File: src/rtl/red_seq_16bit.sv
// Multi-cycle WISC RED (byte-reduction) unit: sums the four operand bytes with one
// shared 8-bit adder over HI/LO steps and returns a sign-extended 10-bit total.
module red_seq_16bit (
  input  logic        clk,
  input  logic        rst,
  input  logic [15:0] a_in,
  input  logic [15:0] b_in,
  input  logic        in_valid,
  output logic        in_ready,
  output logic [15:0] sum_out,
  output logic        out_valid,
  input  logic        out_ready
);

  typedef enum logic [2:0] {
    S_IDLE,
    S_HI,
    S_LO,
    S_FIN,
    S_HOLD
  } state_e;

  state_e      state_q;
  logic [15:0] a_q;
  logic [15:0] b_q;
  logic [8:0]  hi_q;
  logic [8:0]  lo_q;
  logic [15:0] sum_q;
  logic        out_valid_q;

  logic [7:0]  add_x;
  logic [7:0]  add_y;
  logic [8:0]  add_sum;
  logic [9:0]  total;

  // Shared byte adder: high bytes in HI, low bytes otherwise (result only used in LO).
  always_comb begin
    add_x   = a_q[7:0];
    add_y   = b_q[7:0];
    if (state_q == S_HI) begin
      add_x = a_q[15:8];
      add_y = b_q[15:8];
    end
    add_sum = {1'b0, add_x} + {1'b0, add_y};
    total   = {1'b0, hi_q} + {1'b0, lo_q};
  end

  always_ff @(posedge clk) begin
    if (rst) begin
      state_q     <= S_IDLE;
      a_q         <= '0;
      b_q         <= '0;
      hi_q        <= '0;
      lo_q        <= '0;
      sum_q       <= '0;
      out_valid_q <= 1'b0;
    end else begin
      case (state_q)
        S_IDLE: begin
          if (in_valid) begin
            a_q     <= a_in;
            b_q     <= b_in;
            state_q <= S_HI;
          end
        end
        S_HI: begin
          hi_q    <= add_sum;
          state_q <= S_LO;
        end
        S_LO: begin
          lo_q    <= add_sum;
          state_q <= S_FIN;
        end
        S_FIN: begin
          sum_q       <= {{6{total[9]}}, total};
          out_valid_q <= 1'b1;
          state_q     <= S_HOLD;
        end
        S_HOLD: begin
          if (out_ready) begin
            out_valid_q <= 1'b0;
            state_q     <= S_IDLE;
          end
        end
        default: state_q <= S_IDLE;
      endcase
    end
  end

  assign in_ready  = (state_q == S_IDLE) && !rst;
  assign sum_out   = sum_q;
  assign out_valid = out_valid_q;

endmodule

File: config.mk
export PLATFORM = sky130hd
export DESIGN_NAME = red_seq_16bit
export DESIGN_NICKNAME = d
export VERILOG_FILES = /design/src/rtl/red_seq_16bit.sv
export SDC_FILE = /design/constraint.sdc
export NUM_CORES = 1
export LEC_CHECK = 0
export CAP_MARGIN = 25
export CELL_PAD_IN_SITES_DETAIL_PLACEMENT = 0
export CELL_PAD_IN_SITES_GLOBAL_PLACEMENT = 2
export CORE_MARGIN = 4
export CORE_UTILIZATION = 33
export CTS_BUF_LIST = sky130_fd_sc_hd__clkbuf_4 sky130_fd_sc_hd__clkbuf_8
export CTS_CLUSTER_DIAMETER = 30
export DETAILED_ROUTE_END_ITERATION = 6
export GPL_TIMING_DRIVEN = 0
export PLACE_DENSITY_LB_ADDON = 0.1
export SLEW_MARGIN = 20
export SYNTH_ARGS = -nofsm -noshare
export SYNTH_HDL_FRONTEND = slang
export SYNTH_SLANG_ARGS = --single-unit
export TNS_END_PERCENT = 30
File: constraint.sdc
create_clock -name clk -period 3.4 [get_ports clk]
set_clock_uncertainty 0.2 [all_clocks]
set_input_delay 0.85 -clock clk [delete_from_list [all_inputs] [get_ports clk]]
set_output_delay 0.85 -clock clk [all_outputs]
set_load 0.02 [all_outputs]
==> results.yml <==
run_status:
  status: "finished clean"
place:
  dp_cells: 563
  dpl-instance-area_um2: 3986
  gp_congestion: 0.7669
  port_buffers: 53
  dp_hpwl_um: 5944
worst_setup_path:
  cp-end-kind: "flip-flop"
  reg2reg_from: "state_q[0]"
  crit_fanout: 10
  reg2regPathDepth: 11
  max_stage_delay_ps: 420
  crit_required_ps: 3430
  arrival_ps: 3230
  cp-startpoint: "state_q[0]"
  slowest_stage: "fa_1"
  worstSetupPathType: "flip-flop to flip-flop"
  cp-start-kind: "flip-flop"
  crit_end: "hi_q[8]"
  cp_cell_sequence: "buf_4 > nor3b_4 > buf_6 > mux2_2 > ha_1 > fa_1 > a21o_1 > a221oi_2 > o21bai_1 > a21oi_2 > a21oi_1"
  r2r_slack_ps: 200
  r2r_end: "hi_q[8]"
drt:
  highest_layer: "met4"
  first_iter_violations: 55
  dr.pass1.iters: 4
  wl_per_cell_um: 13.87
  num_vias: 2714
  ant_nets: 0
  met2WireLength_um: 3859
  vias_per_cell: 4.696
  totalWireLength_um: 8017
  wl_met1_um: 3778
  drc: 0
  dr_wl_met3_um: 304
synth:
  syn_area_um2: 3289
  syn_avg_cell_area_um2: 8.725
  syn_inst: 377
  synth-async-reset-ratio_pct: 0
  ys_ff_latch: 64
  synth_cell_types: 52
  synth-edff-count: 0
  yosysWarningCount: 0
  synth_ff_type: "dfxtp_1"
  ys_seq_area_share_pct: 38.95
  synth_nets: 432
job:
  cap_viol_max_count: 0
cells_and_area:
  fin_util_pct: 42.90
  stdcell_area_um2: 4174
  nets: 496
  area_delta_synth_final_pct: 26.89
  antenna_cells: 0
  fillers: 1009
  final_cells: 578
  drive_above_1_share_pct: 16.40
floorplan:
  die_w_um: 107.8
  core_um2: 9729
  die_area_um2: 11630
  ios: 54
  floorplan.initialDensity_pct: 33.81
  die_h_um: 107.8
  std_cell_rows: 36
global_route:
  grt_pass1_vias: 2686
  track_usage_pct: 14.71
  grt_overflow: 0
  antenna_found_initial: 0
  grt_pass1_wl_um: 13340
  grt_max_degree: 11
sta:
  finalSetupViolCount: 0
  rsz0062_at_grt: "yes"
  max_freq_mhz: 312.8
  period_needed_ps: 3197
  slew_violations: 0
  slew_headroom_pct: 60.60
  hold_slack_ps: 253.3
  worst_pin_slew_ps: 591.0
  hold_viol_final: 0
  layout_worst_path_cycle_share_pct: 94.02
clock_tree:
  cts.sinks: 64
  h-tree-depth: 3
  postCtsSetupBuffers: 0
  clkLatencyLatePin_ps: 340
  cts_buffer_depth: 2
  root_buffer: "clkbuf_8"
  cts_buffers: 9
  clkTransAtPathRegs_ps: 70
  tritoncts: "yes"
power:
  power_density_nw_per_um2: 441.2
  p_total_mw: 1.842
  ir_drop_mv: 0.1904
  p_leak_nw: 1.672
min_path:
  hold_path.class: "flip-flop to flip-flop"
==> cell usage after synthesis, drive strengths merged (4+ instances only) <==
| master | instances | area [µm²] |
|---|---|---|
| ha | 17 | 212.7 |
| nor2 | 25 | 98.84 |
| nand3 | 4 | 20.02 |
| mux2i | 6 | 60.06 |
| a211oi | 10 | 95.09 |
| o21ai | 12 | 67.56 |
| a21oi | 53 | 265.3 |
| nor4b | 4 | 50.05 |
| mux2 | 16 | 180.2 |
| buf | 24 | 155.1 |
| xnor2 | 5 | 43.79 |
| a21o | 4 | 30.03 |
| nand2 | 86 | 322.8 |
| dfxtp | 64 | 1281 |
| clkbuf | 4 | 15.01 |
| inv | 6 | 22.52 |
==> report_power, final <==
group	internal (mW)	total (mW)	switching (mW)	leakage, nW
clock	0.306	0.605	0.298	0.0917
combinational	0.187	0.407	0.220	1.06
sequential	0.802	0.830	0.0275	0.522
==> timing repair <==
item,CTS,global route
hold buffers,0,0
gates resized for setup,1,7
endpoints found under the setup margin,1,3
==> sequential cells by signal (all words and copies together), names as in the netlist <==
| signal | flops |
|---|---|
| b_q | 16 |
| state_q | 3 |
| sum_out | 10 |
| lo_q | 9 |
| out_valid | 1 |
| a_q | 16 |
| hi_q | 9 |
==> kinds of logic (layout without fill, tap and decap cells) <==
| kind of cell | count (synthesis) | after routing | share of synthesized area [%] |
|---|---|---|---|
| simple gates | 139 | 139 | 19.86 |
| xor+xnor | 7 | 7 | 1.864 |
| mux | 22 | 22 | 7.303 |
| buf+inv | 34 | 102 | 5.858 |
| flops | 64 | 64 | 38.95 |
| compound gates | 92 | 92 | 18.49 |
| fa+ha+maj | 19 | 19 | 7.683 |
==> stage by stage <==
stage / TNS [ps] / setup slack [ps]
6_report: 0 / 203.4
5_1_grt: -3.630 / -3.630
4_1_cts: 0 / 33.66
3_5_place_dp: -234.9 / -234.9
3_3_place_gp: -264.2 / -264.2
2_1_floorplan: 0 / 505.9
==> critical path, delay by kind of cell, from the launching register on <==
kind | cells | cell delay, ps
adders and majority gates | 2 | 670
and+or+nand+nor | 1 | 230
DFF | 1 | 310
buffers and inverters | 2 | 360
muxes | 1 | 360
AOI/OAI and AO/OA | 5 | 940
==> cell usage in the layout (no fill, tap or decap), types with 3 or more instances in the layout <==
cell	synthesis	routed
ha_1	17	17
inv_1	6	6
nand3_1	4	4
a211oi_1	6	6
a21oi_1	53	52
clkbuf_1	4	4
mux2i_1	6	6
a211oi_2	4	4
xnor2_1	5	5
buf_2	10	9
buf_4	12	11
nor4_1	3	3
dfxtp_1	64	64
mux2_2	16	16
nor4b_1	3	3
o21ai_1	5	5
o21ai_0	5	5
clkdlybuf4s50_1	0	52
a21o_1	4	4
clkbuf_8	0	11
nand2_1	86	86
nor3_1	3	3
nor2_1	23	23
==> how the worst min path moves through the flow <==
stage | slack (ps) | depth (start not counted) | from | to
after floorplan | 230 | 2 | a_q[10] | a_q[10]
after global placement | 240 | 2 | a_q[10] | a_q[10]
after detailed placement | 240 | 2 | b_q[12] | b_q[12]
after CTS | 250 | 2 | b_q[12] | b_q[12]
after global routing | 270 | 2 | b_q[12] | b_q[12]
final | 250 | 2 | b_q[12] | b_q[12]
==> area by class of cell <==
cell class              count  area [µm²]  share of cell area (%)
repair buffers             53       525.5                   12.59
clock buffers              12       158.9                   3.807
multi-input cells         279        1826                   43.74
plain buffers              28       176.4                   4.227
clock inverters             3       17.52                  0.4197
inverters                   6       22.52                  0.5396
flip-flops and latches     64        1281                   30.70
well taps                 133       166.4                   3.987
==> routing by layer <==
layer,global-route usage [%],vias to the layer above
met5,0,-
met4,3.517,0
met3,3.959,6
met2,25.84,44
met1,17.79,1232
li1,-,1432
Note: power is estimated with default switching activity, not from simulation.
